==> config.mk <==
export PLATFORM = sky130hd
export DESIGN_NAME = zdos_nmi_ctrl_flat
export DESIGN_NICKNAME = d
export VERILOG_FILES = /design/src/rtl/zdos_nmi_ctrl_if.sv /design/src/rtl/zdos_nmi_ctrl.sv /design/src/flat_wrapper.sv
export SDC_FILE = /design/constraint.sdc
export NUM_CORES = 1
export LEC_CHECK = 0
export CORE_ASPECT_RATIO = 1.1
export CORE_MARGIN = 2
export CORE_UTILIZATION = 40
export CTS_BUF_LIST = sky130_fd_sc_hd__clkbuf_8
export CTS_CLUSTER_SIZE = 16
export DETAILED_ROUTE_END_ITERATION = 10
export GPL_TIMING_DRIVEN = 0
export PLACE_DENSITY = 0.69
export SLEW_MARGIN = 5
export SYNTH_ARGS = -nofsm -noshare
export SYNTH_HDL_FRONTEND = slang
export SYNTH_SLANG_ARGS = --single-unit
==> constraint.sdc <==
create_clock -name fclk -period 2.3 [get_ports fclk]
set_input_delay 0.46 -clock fclk [delete_from_list [all_inputs] [get_ports fclk]]
set_output_delay 0.46 -clock fclk [all_outputs]
set_load 0.005 [all_outputs]
==> src/rtl/zdos_nmi_ctrl_if.sv <==
// Bundle of the Z80 snoop bus, pager DOS strobes and NMI controls around zdos_nmi_ctrl.
// The controller takes the slave modport; the surrounding system drives through master.
interface zdos_nmi_ctrl_if;
  logic        zpos;
  logic        zneg;
  logic [15:0] za;
  logic [7:0]  zd;
  logic        m1_n;
  logic        mreq_n;
  logic        rd_n;
  logic [3:0]  dos_turn_on;
  logic [3:0]  dos_turn_off;
  logic        nmi_btn;
  logic        clr_nmi;
  logic        dos;
  logic        in_nmi;
  logic        nmi_n;
  logic [1:0]  nmi_state;

  modport master (
    output zpos, zneg, za, zd, m1_n, mreq_n, rd_n,
    output dos_turn_on, dos_turn_off, nmi_btn, clr_nmi,
    input  dos, in_nmi, nmi_n, nmi_state
  );

  modport slave (
    input  zpos, zneg, za, zd, m1_n, mreq_n, rd_n,
    input  dos_turn_on, dos_turn_off, nmi_btn, clr_nmi,
    output dos, in_nmi, nmi_n, nmi_state
  );
endinterface

==> src/rtl/zdos_nmi_ctrl.sv <==
// DOS flag merge and NMI request/acknowledge/exit sequencer for the ATM pagers.
// Define ZDOS_RETN_DETECT_EN to build opcode snooping and the RETN exit path.
module zdos_nmi_ctrl #(
  parameter int NMI_TMO_W = 16
) (
  input logic            fclk,
  input logic            rst,
  zdos_nmi_ctrl_if.slave bus
);

  typedef enum logic [1:0] {
    ST_IDLE   = 2'd0,
    ST_REQ    = 2'd1,
    ST_ACTIVE = 2'd2,
    ST_EXIT   = 2'd3
  } nmi_state_e;

  nmi_state_e           state;
  logic [NMI_TMO_W-1:0] tmo_cnt;
  logic                 dos_q;
  logic                 in_nmi_q;
  logic                 nmi_n_q;
  logic                 btn_s1, btn_s2, btn_s3, btn_rise;
  logic                 m1_n_reg, mreq_n_reg;
  logic                 fetch_start;
  logic                 enter_active;
  logic                 retn;

  // NOTE: sequential state uses non-blocking assignments so every flop samples pre-edge values.
  always_ff @(posedge fclk or posedge rst) begin
    if (rst) begin
      dos_q <= 1'b0;
    end else if (|bus.dos_turn_on) begin
      dos_q <= 1'b1;
    end else if (|bus.dos_turn_off) begin
      dos_q <= 1'b0;
    end
  end

  always_ff @(posedge fclk or posedge rst) begin
    if (rst) begin
      btn_s1   <= 1'b0;
      btn_s2   <= 1'b0;
      btn_s3   <= 1'b0;
      btn_rise <= 1'b0;
    end else begin
      btn_s1   <= bus.nmi_btn;
      btn_s2   <= btn_s1;
      btn_s3   <= btn_s2;
      btn_rise <= btn_s2 & ~btn_s3;
    end
  end

  // Bus line copies reset to their inactive (high) level so no phantom fetch is seen.
  always_ff @(posedge fclk or posedge rst) begin
    if (rst) begin
      m1_n_reg   <= 1'b1;
      mreq_n_reg <= 1'b1;
    end else begin
      if (bus.zpos) m1_n_reg   <= bus.m1_n;
      if (bus.zneg) mreq_n_reg <= bus.mreq_n;
    end
  end

  assign fetch_start  = bus.zneg & ~m1_n_reg & ~bus.mreq_n & mreq_n_reg;
  assign enter_active = (state == ST_REQ) && fetch_start && (bus.za == 16'h0066);

`ifdef ZDOS_RETN_DETECT_EN
  logic [7:0] opcode;
  logic       ed_prefix;
  logic       fetch_end;

  assign fetch_end = bus.zpos & bus.m1_n & ~m1_n_reg;
  assign retn      = fetch_end & ed_prefix & (opcode == 8'h45);

  always_ff @(posedge fclk or posedge rst) begin
    if (rst) begin
      opcode    <= 8'h00;
      ed_prefix <= 1'b0;
    end else begin
      if (~bus.m1_n & ~bus.mreq_n & ~bus.rd_n) opcode <= bus.zd;
      // A stale ED fetched while still in REQ must not pair with the handler's first opcode.
      if (enter_active)   ed_prefix <= 1'b0;
      else if (fetch_end) ed_prefix <= (opcode == 8'hED);
    end
  end
`else
  assign retn = 1'b0;
`endif

  always_ff @(posedge fclk or posedge rst) begin
    if (rst) begin
      state    <= ST_IDLE;
      tmo_cnt  <= '0;
      nmi_n_q  <= 1'b1;
      in_nmi_q <= 1'b0;
    end else begin
      case (state)
        ST_IDLE: begin
          if (btn_rise) begin
            state   <= ST_REQ;
            tmo_cnt <= '0;
            nmi_n_q <= 1'b0;
          end
        end
        ST_REQ: begin
          if (enter_active) begin
            state    <= ST_ACTIVE;
            nmi_n_q  <= 1'b1;
            in_nmi_q <= 1'b1;
          end else if (&tmo_cnt) begin
            state   <= ST_IDLE;
            nmi_n_q <= 1'b1;
          end else begin
            tmo_cnt <= tmo_cnt + 1'b1;
          end
        end
        ST_ACTIVE: begin
          if (bus.clr_nmi) begin
            state    <= ST_IDLE;
            in_nmi_q <= 1'b0;
          end else if (retn) begin
            state <= ST_EXIT;
          end
        end
        ST_EXIT: begin
          // First fetch after RETN is the return target; the stack pops are already done.
          if (bus.clr_nmi || fetch_start) begin
            state    <= ST_IDLE;
            in_nmi_q <= 1'b0;
          end
        end
        default: state <= ST_IDLE;
      endcase
    end
  end

  assign bus.dos       = dos_q;
  assign bus.in_nmi    = in_nmi_q;
  assign bus.nmi_n     = nmi_n_q;
  assign bus.nmi_state = state;

endmodule

==> src/flat_wrapper.sv <==
// flat-port wrapper written by rule: the top's interface ports become plain ports
module zdos_nmi_ctrl_flat 
#(
  parameter int NMI_TMO_W = 16
)
  (fclk, rst, bus_zpos, bus_zneg, bus_za, bus_zd, bus_m1_n, bus_mreq_n, bus_rd_n, bus_dos_turn_on, bus_dos_turn_off, bus_nmi_btn, bus_clr_nmi, bus_dos, bus_in_nmi, bus_nmi_n, bus_nmi_state);
  zdos_nmi_ctrl_if bus_i ();
  input logic fclk;
  input logic rst;
  input wire logic [$bits(bus_i.zpos)-1:0] bus_zpos;
  input wire logic [$bits(bus_i.zneg)-1:0] bus_zneg;
  input wire logic [$bits(bus_i.za)-1:0] bus_za;
  input wire logic [$bits(bus_i.zd)-1:0] bus_zd;
  input wire logic [$bits(bus_i.m1_n)-1:0] bus_m1_n;
  input wire logic [$bits(bus_i.mreq_n)-1:0] bus_mreq_n;
  input wire logic [$bits(bus_i.rd_n)-1:0] bus_rd_n;
  input wire logic [$bits(bus_i.dos_turn_on)-1:0] bus_dos_turn_on;
  input wire logic [$bits(bus_i.dos_turn_off)-1:0] bus_dos_turn_off;
  input wire logic [$bits(bus_i.nmi_btn)-1:0] bus_nmi_btn;
  input wire logic [$bits(bus_i.clr_nmi)-1:0] bus_clr_nmi;
  output wire logic [$bits(bus_i.dos)-1:0] bus_dos;
  output wire logic [$bits(bus_i.in_nmi)-1:0] bus_in_nmi;
  output wire logic [$bits(bus_i.nmi_n)-1:0] bus_nmi_n;
  output wire logic [$bits(bus_i.nmi_state)-1:0] bus_nmi_state;
  assign bus_i.zpos = bus_zpos;
  assign bus_i.zneg = bus_zneg;
  assign bus_i.za = bus_za;
  assign bus_i.zd = bus_zd;
  assign bus_i.m1_n = bus_m1_n;
  assign bus_i.mreq_n = bus_mreq_n;
  assign bus_i.rd_n = bus_rd_n;
  assign bus_i.dos_turn_on = bus_dos_turn_on;
  assign bus_i.dos_turn_off = bus_dos_turn_off;
  assign bus_i.nmi_btn = bus_nmi_btn;
  assign bus_i.clr_nmi = bus_clr_nmi;
  assign bus_dos = bus_i.dos;
  assign bus_in_nmi = bus_i.in_nmi;
  assign bus_nmi_n = bus_i.nmi_n;
  assign bus_nmi_state = bus_i.nmi_state;
  zdos_nmi_ctrl #(.NMI_TMO_W(NMI_TMO_W)) u_core (.fclk(fclk), .rst(rst), .bus(bus_i));
endmodule
* Word-level counts from Yosys, hierarchy flattened *
Cells that the tools add are included.

word-level totals
  register bits = 27
  input port bits = 41
  output and inout bits = 5
  word-level logic and storage cells = 64

cells by class
  $add $sub $neg = 1
  equality and inequality tests = 11
  muxes and demuxes = 20
  bitwise operators = 7
  reduce and logical (&&, ||, !) cells = 14

operator list
  operator               number
  $mux 16                3
  $pmux 16 s2            1
  $add 16x1->16 const B  1
  $eq 16x7->1 const B    1
  $reduce_and 16->1      1
  $reduce_and 4->1       3
  $mux 2                 5
  $mux 1                 8
  $pmux 2 s4             1
  $reduce_or 4->1        2
  $ne 2x1->1 const B     3
  $ne 2x2->1 const B     3
  $and 1x1->1            4
  $eq 2x2->1 const B     2
  $reduce_bool 2->1      2
  $ne 3x2->1 const B     1
  $not 1->1              3
  $pmux 1 s3             1
  $reduce_and 3->1       1
  $reduce_bool 3->1      1
  $eq 2x1->1 const B     1
  $logic_and 1x1->1      2
  $logic_not 2->1        1
  $pmux 1 s2             1
  $logic_or 1x1->1       1

* Depth between registers and ports, before layout *
  depth after elaboration = 8
  mapped depth = 8
  mapped depth without buffers = 6

* Worst setup path after synthesis *
OpenSTA, ideal clock, no wires.

  path type = register -> register
  from = register u_core.tmo_cnt[1]
  to = register u_core.tmo_cnt[10]
  library setup time = 0.063 ns
  data arrival time = 1.770 ns
  required time = 2.237 ns
  slack = 0.467 ns
  cell stages (with the launch flop) = 7
  path buffers = 1
  clock period less this slack = 1.833 ns
  cells stage by stage = dfrtp_1 ha_1 nand3_1 or4_4 buf_6 a31oi_1 o22a_2

on the way
  word-level cells in the longest chain between the ends = 4
  elaborated cells on any way between the ends = 7
  those cells by class = add/sub (1); eq/ne (1); mux (3); reduce/logical (2)

RTL lines
  item                    RTL line              RTL
  start, declared         zdos_nmi_ctrl.sv:19   logic [NMI_TMO_W-1:0] tmo_cnt;
  start signal, assigned  zdos_nmi_ctrl.sv:115  tmo_cnt <= tmo_cnt + 1'b1;
  $add 16x1->16           zdos_nmi_ctrl.sv:115
  $mux 16                 zdos_nmi_ctrl.sv:111  end else if (&tmo_cnt) begin
  $mux 16                 zdos_nmi_ctrl.sv:107  if (enter_active) begin
  $pmux 16 s2             zdos_nmi_ctrl.sv:98   case (state)

Several ways; a longest one is shown, not always the timed one. The select of a mux whose other input is x is not followed.
A chain may end at the register's enable or synchronous reset.

* Worst setup path in the final report *
  from = input bus_za[6]
  to = register u_core.state[0] (netlist: u_core.bus.nmi_state[0])

on the way
  word-level cells in the longest chain between the ends = 4
  elaborated cells on any way between the ends = 6
  those cells by class = eq/ne (2); mux (2); reduce/logical (2)

RTL lines
  item                                                             RTL line              RTL
  start, declared                                                  flat_wrapper.sv:12    input wire logic [$bits(bus_i.za)-1:0] bus_za;
  $eq 16x7->1 (*)                                                  zdos_nmi_ctrl.sv:66   assign enter_active = (state == ST_REQ) && fetch_start && (bus.za == 16'h0066);
  $logic_and 1x1->1 (*)                                            zdos_nmi_ctrl.sv:66
  $ne 3x2->1 (no line) / $mux 2 (equally long branches)            --
  $reduce_and 4->1 (no line) / $pmux 2 s4 (equally long branches)  --
  end signal, assigned                                             zdos_nmi_ctrl.sv:93   state <= ST_IDLE;
  end signal, assigned                                             zdos_nmi_ctrl.sv:101  state <= ST_REQ;
  end signal, assigned                                             zdos_nmi_ctrl.sv:108  state <= ST_ACTIVE;
  end, declared                                                    zdos_nmi_ctrl.sv:18   nmi_state_e state;

Mark *: on every way between the ends. The rest lies on a longest branch, timed or not.

==> impl_metrics.json <==
{
  "synth_area_sq_um": 1470,
  "synth.top_cells.by_area": "sky130_fd_sc_hd__dfrtp_1 41%, sky130_fd_sc_hd__o31ai_1 6.1%, sky130_fd_sc_hd__dfstp_2 5.3%",
  "detail_route.drc_violations": 0,
  "fp.dieH_um": 67.7,
  "clock_pin_slew_on_the_worst_setup_and_hold_paths_ns": 0.09,
  "num_io_pins": 46,
  "max_slew_margin": 0.296,
  "worst-r2r-cell-count": 7,
  "final_min_period_over_clock_period": 0.940,
  "cts_root_buf": "sky130_fd_sc_hd__clkbuf_8",
  "synth.ff_latch_count": 27,
  "grt_start_max_net_pins": 28,
  "initial_utilization": 0.410,
  "cts.repair_timing.setup_buffer_count": 0,
  "number_of_nets_in_the_finished_design": 239,
  "largest_reg_flops": 16,
  "drt_first_iter_violations": 110,
  "critical_path.reg2reg.endpoint": "u_core.tmo_cnt[13]",
  "cts_tree": "done",
  "globalRouteTotalUtil": 0.198,
  "vdd_ir_drop_max_uv": 211,
  "grt_setup_unrepaired": "yes",
  "crit_start": "bus_za[6]",
  "drv_slew": 0,
  "net_count_after_synthesis": 198,
  "ys.flop_type": "sky130_fd_sc_hd__dfrtp_1",
  "hpwlAfterDp_um": 2670,
  "hold_buffers": 0,
  "worstHoldPathType": "flop to flop",
  "layout_cells_sized_above_1": 0.112,
  "setup_violations": 0,
  "die_w_um": 61.9,
  "fp.coreArea_sq_um": 3600,
  "crit_path_end": "u_core.bus.nmi_state[0]",
  "cp.arrival_ns": 2.31,
  "required_ns": 2.45,
  "total_leakage_power_uw": 0.000747,
  "maxCapViolCount": 0,
  "timing.critical_path.fanout_max": 10,
  "ff2ff_setup_slack_ns": 0.21,
  "timing.critical_path.cells": "clkdlybuf4s50_1 > nor4bb_1 > nand4_1 > or2_2 > clkbuf_2 > nand3_1 > buf_4 > o311ai_0",
  "std_cell_rows": 23,
  "regToRegStartpoint": "u_core.tmo_cnt[1]",
  "power.density_cell_area_nw_per_um2": 534,
  "place_inst": 242,
  "skew_ns": 0.00133,
  "top_register": "u_core.tmo_cnt",
  "startpoint_type": "primary input",
  "route.vias.total": 1390,
  "tightestPinTransition_ns": 1.06,
  "yosys.cell_types.count": 42,
  "route.final.wire_length_um": 3560,
  "async_reset_ff_frac": 1.00,
  "clock-sinks": 27,
  "critical_path.slowest_cell": "sky130_fd_sc_hd__clkdlybuf4s50_1",
  "routed_wire_length_per_instance_um": 14.5,
  "syn-mean-instance-area_sq_um": 9.45,
  "ctsResizeCount": 0,
  "clk_path_buf_depth": 2,
  "cts_max_level": 1,
  "utilization": 0.540,
  "synth_enable_flop_cells": 0,
  "status": "finished, final reports clean",
  "synthCells": 156,
  "grt_overflow_total": 0,
  "diodes_inserted": 0,
  "detail_route.first_pass.iterations": 4,
  "layout.cells.most_common": "sky130_fd_sc_hd__clkdlybuf4s50_1",
  "areaGrowthSynthToFinish_pct": 31.7,
  "buffer_ports.inserted": 36,
  "timing.final.hold_violations": 0,
  "cts_buffers": 3,
  "synth.yosys.seq_area_share": 0.461,
  "yosysTopAreaCell": "sky130_fd_sc_hd__dfrtp_1",
  "place_congestion": 0.804,
  "most-common-layout-cells": "36 x sky130_fd_sc_hd__clkdlybuf4s50_1, 24 x sky130_fd_sc_hd__dfrtp_1, 15 x sky130_fd_sc_hd__nand2_1",
  "layout.cells.non_filler": 246,
  "antenna_found_initial": 0,
  "synth_top_area_frac": 0.407,
  "ant_nets": 0,
  "vias_in_the_first_global_route": 1507,
  "route.detailed.vias_per_inst": 5.65,
  "die_area_sq_um": 4190,
  "wire_length_of_the_first_global_routing_pass_um": 6330,
  "post-route-min-period_ns": 2.16,
  "clk-insertion-delay-late_ns": 0.28,
  "timing.setup.critical_path_class": "primary input to flop",
  "ys_warns": 0,
  "critical-path-max-stage-delay_ns": 0.45,
  "max_freq_ghz": 0.462,
  "crit_path_end_kind": "flop"
}
-- routing by layer --
metal,share of wire,GRT usage,up-vias
met3,0.064,0.0479,7
met1,0.43,0.231,666
met4,0.015,0.0745,0
li1,-,-,666
met2,0.49,0.345,51
met5,0,0,-
-- metrics by stage --
| step | cell area [sq um] | setup TNS [ns] | power [uW] | hold WS [ns] | setup WS [ns] |
|---|---|---|---|---|---|
| global placement | 1900 | -0.980 | 759 | 0.337 | -0.136 |
| finish | 1940 | 0 | 1040 | 0.359 | 0.137 |
| floorplan | 1470 | 0 | 681 | 0.331 | 0.467 |
| detailed placement | 1900 | -1.68 | 771 | 0.343 | -0.202 |
| global route | 1940 | -0.00840 | 1090 | 0.375 | -0.00840 |
| CTS | 1940 | 0 | 1040 | 0.364 | 0.117 |
-- report_power, final --
part	internal, uW	switching (uW)
Combinational	93.0	55.2
Clock	120	154
Sequential	532	81.7
-- kinds of logic after synthesis --
logic type,synth area share
simple gates,0.274
compound gates,0.199
flops,0.461
buf+inv,0.0416
mux,0.0153
fa+ha+maj,0.00849
-- critical path: cells and delay by family --
family                 cells  cell delay [ns]
AOI/OAI and AO/OA          1             0.14
buffers and inverters      3             0.82
and+or+nand+nor            4             0.88
-- how the worst min path moves through the flow --
stage	endpoint	from	slack [ns]	depth (start not counted)
2_1_floorplan	u_core.btn_s2	u_core.btn_s1	0.33	0
3_3_place_gp	u_core.btn_s2	u_core.btn_s1	0.34	0
3_5_place_dp	u_core.btn_s2	u_core.btn_s1	0.34	0
4_1_cts	u_core.btn_s2	u_core.btn_s1	0.36	0
5_1_grt	u_core.btn_s2	u_core.btn_s1	0.38	0
6_report	u_core.btn_s2	u_core.btn_s1	0.36	0
-- cell type report --
class | instances | area (sq um)
Clock buffer | 3 | 41.3
Multi-Input combinational cell | 117 | 733
Timing Repair Buffer | 36 | 360
Inverter | 5 | 18.8
Buffer | 7 | 42.5
Tap cell | 50 | 62.6
Clock inverter | 1 | 3.75
Sequential cell | 27 | 679
Fill cell | 336 | 1660
-- synthesized netlist by cell type (2+ instances only) --
master	n
sky130_fd_sc_hd__o22a_1	2
sky130_fd_sc_hd__nor4b_1	2
sky130_fd_sc_hd__nand4_1	4
sky130_fd_sc_hd__nor2_1	11
sky130_fd_sc_hd__dfrtp_1	24
sky130_fd_sc_hd__a31oi_1	4
sky130_fd_sc_hd__nand2b_1	2
sky130_fd_sc_hd__nor4_1	4
sky130_fd_sc_hd__clkbuf_2	3
sky130_fd_sc_hd__and2_1	3
sky130_fd_sc_hd__mux2_2	2
sky130_fd_sc_hd__o21ai_1	2
sky130_fd_sc_hd__nor3_1	5
sky130_fd_sc_hd__inv_1	5
sky130_fd_sc_hd__o21ai_0	11
sky130_fd_sc_hd__dfstp_2	3
sky130_fd_sc_hd__and3_1	4
sky130_fd_sc_hd__nand2_1	15
sky130_fd_sc_hd__o31ai_1	12
sky130_fd_sc_hd__a21oi_1	9
sky130_fd_sc_hd__nand3_1	8
Power figures use the tool's default switching activity.
